$ cat config.mk
export PLATFORM = sky130hd
export DESIGN_NAME = stage3_hazard_ctrl_flat
export DESIGN_NICKNAME = d
export VERILOG_FILES = /design/src/rtl/stage3_hazard_ctrl_if.sv /design/src/rtl/stage3_hazard_ctrl.sv /design/src/flat_wrapper.sv
export SDC_FILE = /design/constraint.sdc
export NUM_CORES = 1
export LEC_CHECK = 0
export ABC_AREA = 0
export BUFFER_PORTS_ARGS = -buffer_cell sky130_fd_sc_hd__buf_4
export CORE_MARGIN = 4
export CORE_UTILIZATION = 45
export DETAILED_ROUTE_END_ITERATION = 8
export PLACE_DENSITY = 0.85
export SYNTH_ARGS = -nofsm -noshare
export SYNTH_HDL_FRONTEND = slang
export SYNTH_SLANG_ARGS = --single-unit
$ cat constraint.sdc
create_clock -name CLK -period 2.3 [get_ports CLK]
set_clock_uncertainty 0.1 [all_clocks]
set_input_delay 0 -clock CLK [delete_from_list [all_inputs] [get_ports CLK]]
set_output_delay 0 -clock CLK [all_outputs]
set_load 0.01 [all_outputs]
$ cat src/rtl/stage3_hazard_ctrl_if.sv
// Status and control bundle between the three pipeline stages and the hazard/redirect controller.
// master: the pipeline side that reports status; slave: the hazard controller.
interface stage3_hazard_ctrl_if;
  logic [4:0]  rs1_e;
  logic [4:0]  rs2_e;
  logic [4:0]  rd_m;
  logic        reg_write;
  logic        dren;
  logic        dwen;
  logic        csr_read;
  logic        valid_e;
  logic        valid_m;
  logic        i_mem_busy;
  logic        d_mem_busy;
  logic        ex_busy;
  logic        mispredict;
  logic        exception_m;
  logic        ret_m;
  logic        ifence;
  logic        fence_stall;
  logic        halt;
  logic [31:0] priv_vector;

  logic        pc_en;
  logic        npc_sel;
  logic        if_ex_stall;
  logic        ex_mem_stall;
  logic        if_ex_flush;
  logic        ex_mem_flush;
  logic        iren;
  logic        suppress_iren;
  logic        suppress_data;
  logic        rollback;
  logic        insert_priv_pc;
  logic [31:0] priv_pc;
  logic        halted;

  modport master (
    output rs1_e, rs2_e, rd_m, reg_write, dren, dwen, csr_read, valid_e, valid_m,
           i_mem_busy, d_mem_busy, ex_busy, mispredict, exception_m, ret_m,
           ifence, fence_stall, halt, priv_vector,
    input  pc_en, npc_sel, if_ex_stall, ex_mem_stall, if_ex_flush, ex_mem_flush,
           iren, suppress_iren, suppress_data, rollback, insert_priv_pc, priv_pc, halted
  );

  modport slave (
    input  rs1_e, rs2_e, rd_m, reg_write, dren, dwen, csr_read, valid_e, valid_m,
           i_mem_busy, d_mem_busy, ex_busy, mispredict, exception_m, ret_m,
           ifence, fence_stall, halt, priv_vector,
    output pc_en, npc_sel, if_ex_stall, ex_mem_stall, if_ex_flush, ex_mem_flush,
           iren, suppress_iren, suppress_data, rollback, insert_priv_pc, priv_pc, halted
  );
endinterface

$ cat src/rtl/stage3_hazard_ctrl.sv
// Hazard and redirect controller for the three-stage pipeline: a small FSM sequences
// traps/returns, fence.i and halt around in-flight fetches; stall/flush decode is combinational.
module stage3_hazard_ctrl #(
  parameter logic [31:0] RESET_VECTOR = 32'h0000_0000
) (
  input logic                  CLK,
  input logic                  nRST,
  stage3_hazard_ctrl_if.slave  bus
);

  typedef enum logic [1:0] {
    ST_RUN        = 2'd0,
    ST_TRAP_WAIT  = 2'd1,
    ST_FENCE_WAIT = 2'd2,
    ST_HALTED     = 2'd3
  } state_t;

  state_t      r_state;
  state_t      w_next_state;
  logic [31:0] r_priv_pc;
  logic        w_load_priv;

  logic w_halt_ev;
  logic w_trap_ev;
  logic w_fence_ev;
  logic w_mispredict_ev;
  logic w_mem_stall;
  logic w_data_hazard;

  assign w_halt_ev       = bus.valid_m & bus.halt;
  assign w_trap_ev       = bus.valid_m & (bus.exception_m | bus.ret_m);
  assign w_fence_ev      = bus.valid_m & bus.ifence;
  assign w_mispredict_ev = bus.valid_m & bus.mispredict;
  assign w_mem_stall     = bus.valid_m & (bus.dren | bus.dwen) & bus.d_mem_busy;
  // Only loads and CSR reads resolve late enough to need a bubble; x0 never creates a dependency.
  assign w_data_hazard   = bus.valid_e & bus.valid_m & bus.reg_write & (bus.dren | bus.csr_read)
                         & (bus.rd_m != 5'd0) & ((bus.rd_m == bus.rs1_e) | (bus.rd_m == bus.rs2_e));

  assign bus.priv_pc = r_priv_pc;

  // Next-state and pipeline control decode from the current state and stage status.
  always_comb begin
    w_next_state       = r_state;
    w_load_priv        = 1'b0;
    bus.pc_en          = 1'b1;
    bus.npc_sel        = 1'b0;
    bus.if_ex_stall    = 1'b0;
    bus.ex_mem_stall   = 1'b0;
    bus.if_ex_flush    = 1'b0;
    bus.ex_mem_flush   = 1'b0;
    bus.iren           = 1'b1;
    bus.suppress_iren  = 1'b0;
    bus.suppress_data  = 1'b0;
    bus.rollback       = 1'b0;
    bus.insert_priv_pc = 1'b0;
    bus.halted         = 1'b0;
    case (r_state)
      ST_RUN: begin
        if (w_halt_ev) begin
          bus.if_ex_flush   = 1'b1;
          bus.ex_mem_flush  = 1'b1;
          bus.pc_en         = 1'b0;
          bus.suppress_data = 1'b1;
          w_next_state      = ST_HALTED;
        end else if (w_trap_ev) begin
          bus.if_ex_flush   = 1'b1;
          bus.ex_mem_flush  = 1'b1;
          bus.pc_en         = 1'b0;
          bus.suppress_data = 1'b1;
          w_load_priv       = 1'b1;
          w_next_state      = ST_TRAP_WAIT;
        end else if (w_fence_ev) begin
          bus.if_ex_flush  = 1'b1;
          bus.ex_mem_flush = 1'b1;
          bus.pc_en        = 1'b0;
          w_next_state     = ST_FENCE_WAIT;
        end else if (w_mispredict_ev) begin
          // A busy fetch cannot be redirected yet: hold the branch in mem and retry next cycle.
          bus.npc_sel      = 1'b1;
          bus.if_ex_flush  = 1'b1;
          bus.pc_en        = ~bus.i_mem_busy;
          bus.ex_mem_stall = bus.i_mem_busy;
          bus.ex_mem_flush = ~bus.i_mem_busy;
        end else if (w_mem_stall) begin
          bus.if_ex_stall  = 1'b1;
          bus.ex_mem_stall = 1'b1;
          bus.pc_en        = 1'b0;
        end else if (w_data_hazard || bus.ex_busy) begin
          bus.if_ex_stall  = 1'b1;
          bus.ex_mem_flush = 1'b1;
          bus.pc_en        = 1'b0;
        end else if (bus.i_mem_busy) begin
          bus.pc_en       = 1'b0;
          bus.if_ex_flush = 1'b1;
        end else begin
          bus.pc_en = 1'b1;
        end
      end
      ST_TRAP_WAIT: begin
        if (bus.i_mem_busy) begin
          bus.suppress_iren = 1'b1;
          bus.if_ex_flush   = 1'b1;
          bus.ex_mem_flush  = 1'b1;
          bus.pc_en         = 1'b0;
        end else begin
          bus.insert_priv_pc = 1'b1;
          w_next_state       = ST_RUN;
        end
      end
      ST_FENCE_WAIT: begin
        if (bus.fence_stall || bus.i_mem_busy) begin
          bus.suppress_iren = 1'b1;
          bus.if_ex_flush   = 1'b1;
          bus.ex_mem_flush  = 1'b1;
          bus.pc_en         = 1'b0;
        end else begin
          bus.rollback = 1'b1;
          w_next_state = ST_RUN;
        end
      end
      ST_HALTED: begin
        bus.pc_en        = 1'b0;
        bus.iren         = 1'b0;
        bus.if_ex_flush  = 1'b1;
        bus.ex_mem_flush = 1'b1;
        bus.halted       = 1'b1;
      end
      default: begin
        w_next_state = ST_RUN;
      end
    endcase
  end

  // State register and redirect-target capture.
  always_ff @(posedge CLK or negedge nRST) begin
    if (!nRST) begin
      r_state   <= ST_RUN;
      r_priv_pc <= RESET_VECTOR;
    end else begin
      r_state <= w_next_state;
      if (w_load_priv) begin
        r_priv_pc <= bus.priv_vector;
      end
    end
  end

endmodule

$ cat src/flat_wrapper.sv
// flat-port wrapper written by rule: the top's interface ports become plain ports
module stage3_hazard_ctrl_flat 
#(
  parameter logic [31:0] RESET_VECTOR = 32'h0000_0000
)
  (CLK, nRST, bus_rs1_e, bus_rs2_e, bus_rd_m, bus_reg_write, bus_dren, bus_dwen, bus_csr_read, bus_valid_e, bus_valid_m, bus_i_mem_busy, bus_d_mem_busy, bus_ex_busy, bus_mispredict, bus_exception_m, bus_ret_m, bus_ifence, bus_fence_stall, bus_halt, bus_priv_vector, bus_pc_en, bus_npc_sel, bus_if_ex_stall, bus_ex_mem_stall, bus_if_ex_flush, bus_ex_mem_flush, bus_iren, bus_suppress_iren, bus_suppress_data, bus_rollback, bus_insert_priv_pc, bus_priv_pc, bus_halted);
  stage3_hazard_ctrl_if bus_i ();
  input logic CLK;
  input logic nRST;
  input wire logic [$bits(bus_i.rs1_e)-1:0] bus_rs1_e;
  input wire logic [$bits(bus_i.rs2_e)-1:0] bus_rs2_e;
  input wire logic [$bits(bus_i.rd_m)-1:0] bus_rd_m;
  input wire logic [$bits(bus_i.reg_write)-1:0] bus_reg_write;
  input wire logic [$bits(bus_i.dren)-1:0] bus_dren;
  input wire logic [$bits(bus_i.dwen)-1:0] bus_dwen;
  input wire logic [$bits(bus_i.csr_read)-1:0] bus_csr_read;
  input wire logic [$bits(bus_i.valid_e)-1:0] bus_valid_e;
  input wire logic [$bits(bus_i.valid_m)-1:0] bus_valid_m;
  input wire logic [$bits(bus_i.i_mem_busy)-1:0] bus_i_mem_busy;
  input wire logic [$bits(bus_i.d_mem_busy)-1:0] bus_d_mem_busy;
  input wire logic [$bits(bus_i.ex_busy)-1:0] bus_ex_busy;
  input wire logic [$bits(bus_i.mispredict)-1:0] bus_mispredict;
  input wire logic [$bits(bus_i.exception_m)-1:0] bus_exception_m;
  input wire logic [$bits(bus_i.ret_m)-1:0] bus_ret_m;
  input wire logic [$bits(bus_i.ifence)-1:0] bus_ifence;
  input wire logic [$bits(bus_i.fence_stall)-1:0] bus_fence_stall;
  input wire logic [$bits(bus_i.halt)-1:0] bus_halt;
  input wire logic [$bits(bus_i.priv_vector)-1:0] bus_priv_vector;
  output wire logic [$bits(bus_i.pc_en)-1:0] bus_pc_en;
  output wire logic [$bits(bus_i.npc_sel)-1:0] bus_npc_sel;
  output wire logic [$bits(bus_i.if_ex_stall)-1:0] bus_if_ex_stall;
  output wire logic [$bits(bus_i.ex_mem_stall)-1:0] bus_ex_mem_stall;
  output wire logic [$bits(bus_i.if_ex_flush)-1:0] bus_if_ex_flush;
  output wire logic [$bits(bus_i.ex_mem_flush)-1:0] bus_ex_mem_flush;
  output wire logic [$bits(bus_i.iren)-1:0] bus_iren;
  output wire logic [$bits(bus_i.suppress_iren)-1:0] bus_suppress_iren;
  output wire logic [$bits(bus_i.suppress_data)-1:0] bus_suppress_data;
  output wire logic [$bits(bus_i.rollback)-1:0] bus_rollback;
  output wire logic [$bits(bus_i.insert_priv_pc)-1:0] bus_insert_priv_pc;
  output wire logic [$bits(bus_i.priv_pc)-1:0] bus_priv_pc;
  output wire logic [$bits(bus_i.halted)-1:0] bus_halted;
  assign bus_i.rs1_e = bus_rs1_e;
  assign bus_i.rs2_e = bus_rs2_e;
  assign bus_i.rd_m = bus_rd_m;
  assign bus_i.reg_write = bus_reg_write;
  assign bus_i.dren = bus_dren;
  assign bus_i.dwen = bus_dwen;
  assign bus_i.csr_read = bus_csr_read;
  assign bus_i.valid_e = bus_valid_e;
  assign bus_i.valid_m = bus_valid_m;
  assign bus_i.i_mem_busy = bus_i_mem_busy;
  assign bus_i.d_mem_busy = bus_d_mem_busy;
  assign bus_i.ex_busy = bus_ex_busy;
  assign bus_i.mispredict = bus_mispredict;
  assign bus_i.exception_m = bus_exception_m;
  assign bus_i.ret_m = bus_ret_m;
  assign bus_i.ifence = bus_ifence;
  assign bus_i.fence_stall = bus_fence_stall;
  assign bus_i.halt = bus_halt;
  assign bus_i.priv_vector = bus_priv_vector;
  assign bus_pc_en = bus_i.pc_en;
  assign bus_npc_sel = bus_i.npc_sel;
  assign bus_if_ex_stall = bus_i.if_ex_stall;
  assign bus_ex_mem_stall = bus_i.ex_mem_stall;
  assign bus_if_ex_flush = bus_i.if_ex_flush;
  assign bus_ex_mem_flush = bus_i.ex_mem_flush;
  assign bus_iren = bus_i.iren;
  assign bus_suppress_iren = bus_i.suppress_iren;
  assign bus_suppress_data = bus_i.suppress_data;
  assign bus_rollback = bus_i.rollback;
  assign bus_insert_priv_pc = bus_i.insert_priv_pc;
  assign bus_priv_pc = bus_i.priv_pc;
  assign bus_halted = bus_i.halted;
  stage3_hazard_ctrl #(.RESET_VECTOR(RESET_VECTOR)) u_core (.CLK(CLK), .nRST(nRST), .bus(bus_i));
endmodule
==> impl_metrics.py <==
metrics = {
    "cts": {
        "root_buffer": "clkbuf_8",
        "htree_levels": 2,
        "cts.sink_count": 34,
        "clockBufferDepth": 2,
        "numCtsBuffers": 5,
        "hold_buffers": 35,
        "tritoncts": "yes",
        "post_cts.resized_instances": 0,
        "postCtsSetupBuffers": 0,
        "clkLatencyLatePin_ps": 290,
        "cts.reportedPaths.clkPinSlew_ps": 80,
    },
    "power": {
        "swShare": 0.345,
        "vdd_ir_drop_max_uv": 661,
        "p_int_uw": 2120,
        "sequentialPowerShare": 0.339,
        "static-leakage-power_uw": 0.00144,
        "cellPowerDensity_mw_per_mm2": 1080,
        "fin_total_pwr_uw": 3230,
        "total_switching_power_uw": 1110,
        "p_comb_frac": 0.490,
        "power_frac_clock": 0.171,
    },
    "critical_path": {
        "worstPathBufferInverterCount": 2,
        "timing.critical_path.from": "u_core.r_state[0]",
        "r2r-start": "u_core.r_state[0]",
        "cpMaxStageDelayCell": "dfrtp_1",
        "worst_path_arrival_ps": 2020,
        "setup_slack_reg_to_reg_ps": 460,
        "worst_path_largest_cell_delay_ps": 410,
        "worst_r2r_path_depth": 6,
        "worstPathRequired_ps": 2200,
        "critical_path_capture_point": "bus_if_ex_flush",
        "critPathKind": "register to output port",
        "worstPathCellList": "inv_1, ha_1, a21oi_1, nor2_1, nor3_1, nor4b_1, o2bb2ai_1, buf_4",
        "worst-path-stages": 8,
        "crit_path_end_kind": "output port",
        "worst_setup_path_start_kind": "register",
        "crit-reg2reg-capture": "u_core.r_state[1]",
        "critPathTopFamily": "simple AND/OR/NAND/NOR gates",
        "critPathMaxFanout": 4,
    },
    "outcome": {
        "outcome": "completed",
    },
    "finish": {
        "layout.nets": 348,
        "area.growth.synth_to_final_pct": 78.6,
        "share_of_final_layout_standard_cells_stronger_than_drive_strength_1": 0.530,
        "final-instance-count-excl-fill": 327,
        "fillCellCount": 196,
        "antenna_cells": 0,
        "top_library_cells_by_usage_in_the_layout_fill_and_taps_aside": "107 x buf_4, 35 x dlygate4sd3_1, 34 x dfrtp_1",
        "summed_area_of_non_filler_cells_in_the_final_layout_mm2": 0.00299,
        "commonest_non_fill_non_tap_cell_in_the_layout": "buf_4",
    },
    "route": {
        "via_per_inst": 5.02,
        "wirelength_um": 5940,
        "via_count": 1643,
        "detailedRoute.firstIterationViolations": 130,
        "ant_nets": 0,
        "dr.pass1.iters": 4,
        "wire_per_inst_um": 18.2,
        "route.detailed.drc": 0,
    },
    "synth": {
        "number_of_enable_type_register_cells_in_the_synthesized_netlist": 0,
        "post_synth_inst_count": 134,
        "summed_instance_area_of_the_synthesized_netlist_mm2": 0.00167,
        "ys.flop_type": "dfrtp_1",
        "yosysWarnings": 0,
        "postSynthNetCount": 202,
        "synthArstFlopShare": 1.00,
        "synth.lib_cells_used.distinct": 34,
        "avgSynthCellArea_um2": 12.5,
        "yosys_register_bits": 34,
        "part_of_the_yosys_area_used_for_sequential_elements": 0.509,
    },
    "grt": {
        "global_route.overflow_total": 0,
        "grt_antenna_before_repair": 0,
        "first_global_vias": 1788,
        "grt_first_pass_wirelength_um": 8750,
        "groute.usage.overall": 0.264,
        "grt_start_max_net_pins": 35,
    },
    "floorplanning": {
        "initial_utilization": 0.482,
        "boundaryPins": 108,
        "design.core.area_mm2": 0.00347,
        "die_y_um": 69.0,
        "design.die.area_mm2": 0.00476,
        "placement_rows": 21,
        "die_w_um": 69.0,
    },
    "timing": {
        "hold_viol_final": 0,
        "final-max-slew-violation-count": 0,
        "crit_share_post_route": 0.921,
        "min_period_ps": 2120,
        "timing.final.setup_violations": 0,
        "maxSlewHeadroom": 0.680,
        "tightest_slew_ps": 477,
        "max_clock_freq_mhz": 472,
        "grt_setup_unrepaired": "no",
        "finalSetupTns_ps": 0,
    },
    "run": {
        "timing.max_cap.violations": 0,
    },
    "place": {
        "port_buffers": 107,
        "placed_cells": 284,
        "post_dp_cell_area_mm2": 0.00253,
        "last_weighted_congestion_value_of_the_routability_driven_placer": 0.783,
        "post-dp-hpwl_um": 3470,
    },
    "worst_hold_path": {
        "min_path_type": "input pin to async pin",
    },
}
## synthesized netlist by cell type (2+ instances only)
cell type	count	area, um^2
dfrtp_1	34	851
mux2_2	31	349
nor2_1	7	26.3
xnor2_1	6	52.6
a21oi_1	5	25.0
ha_1	4	50.1
inv_1	4	15.0
nor3_1	4	20.0
xor2_1	4	35.0
buf_2	3	15.0
nand2_1	3	11.3
nand3_1	3	15.0
a211oi_1	2	15.0
nor3b_1	2	15.0
o21ai_0	2	10.0
o2bb2ai_1	2	17.5
## through the flow
step,hold slack [ps],utilization,worst slack (ps)
6_report,80.0,0.861,183
5_1_grt,136,0.861,18.3
4_1_cts,63.6,0.861,247
3_5_place_dp,-133,0.730,578
3_3_place_gp,-130,0.730,632
2_1_floorplan,-396,-,712
## registers in the layout (all words and copies together) (netlist names)
register,flops
u_core.bus.priv_pc,32
u_core.r_state,2
## power by group through the flow
stage               clock network (uW)  logic, uW  registers [uW]
finish                             552       1580            1100
CTS                                541       1560            1060
global route                       582       1710            1120
global placement                     0       1460            1050
detailed placement                   0       1490            1070
floorplan                            0        575            1190
## logic make-up after synthesis
family	after synthesis	share of synthesized area
multiplexers	33	0.221
buffers and inverters	8	0.0224
XOR/XNOR	10	0.0524
adder cells (fa/ha/maj)	4	0.0299
flip-flops	34	0.509
AO/OA/AOI/OAI	16	0.0666
AND/OR/NAND/NOR	29	0.0987
## worst register-to-register path, cell delays in order, from the launching register on
cell	delay, ps
dfrtp_1	390
inv_1	90
ha_1	260
a21oi_1	170
nor2_1	80
a211oi_1	440
o21ai_0	170
## worst min path at each step
| stage | from | to | slack (ps) | cells past startpoint |
|---|---|---|---|---|
| 6_report | nRST | u_core.bus.priv_pc[20] | 80 | 2 |
| 3_5_place_dp | nRST | u_core.bus.priv_pc[12] | -130 | 1 |
| 4_1_cts | bus_exception_m | u_core.r_state[0] | 60 | 4 |
| 5_1_grt | bus_exception_m | u_core.r_state[0] | 140 | 4 |
| 2_1_floorplan | nRST | u_core.bus.priv_pc[0] | -400 | 0 |
| 3_3_place_gp | nRST | u_core.bus.priv_pc[12] | -130 | 1 |
## per-layer routing
metal	vias to the layer above	global-route usage	wire [um]
li1	765	-	-
met1	783	0.262	1920
met2	81	0.498	3360
met3	14	0.0827	466
met4	0	0.117	186
met5	-	0	0
## layout make-up
type                       count  area (um^2)  share of cell area
timing repair buffer         143         1170               0.393
sequential                    34          851               0.285
multi-input combinational     92          785               0.263
clock buffer                   7         76.3              0.0255
tap                           46         57.6              0.0193
clock inverter                 1         30.0              0.0101
inverter                       4         15.0             0.00503
(Power assumes the default switching activity.)
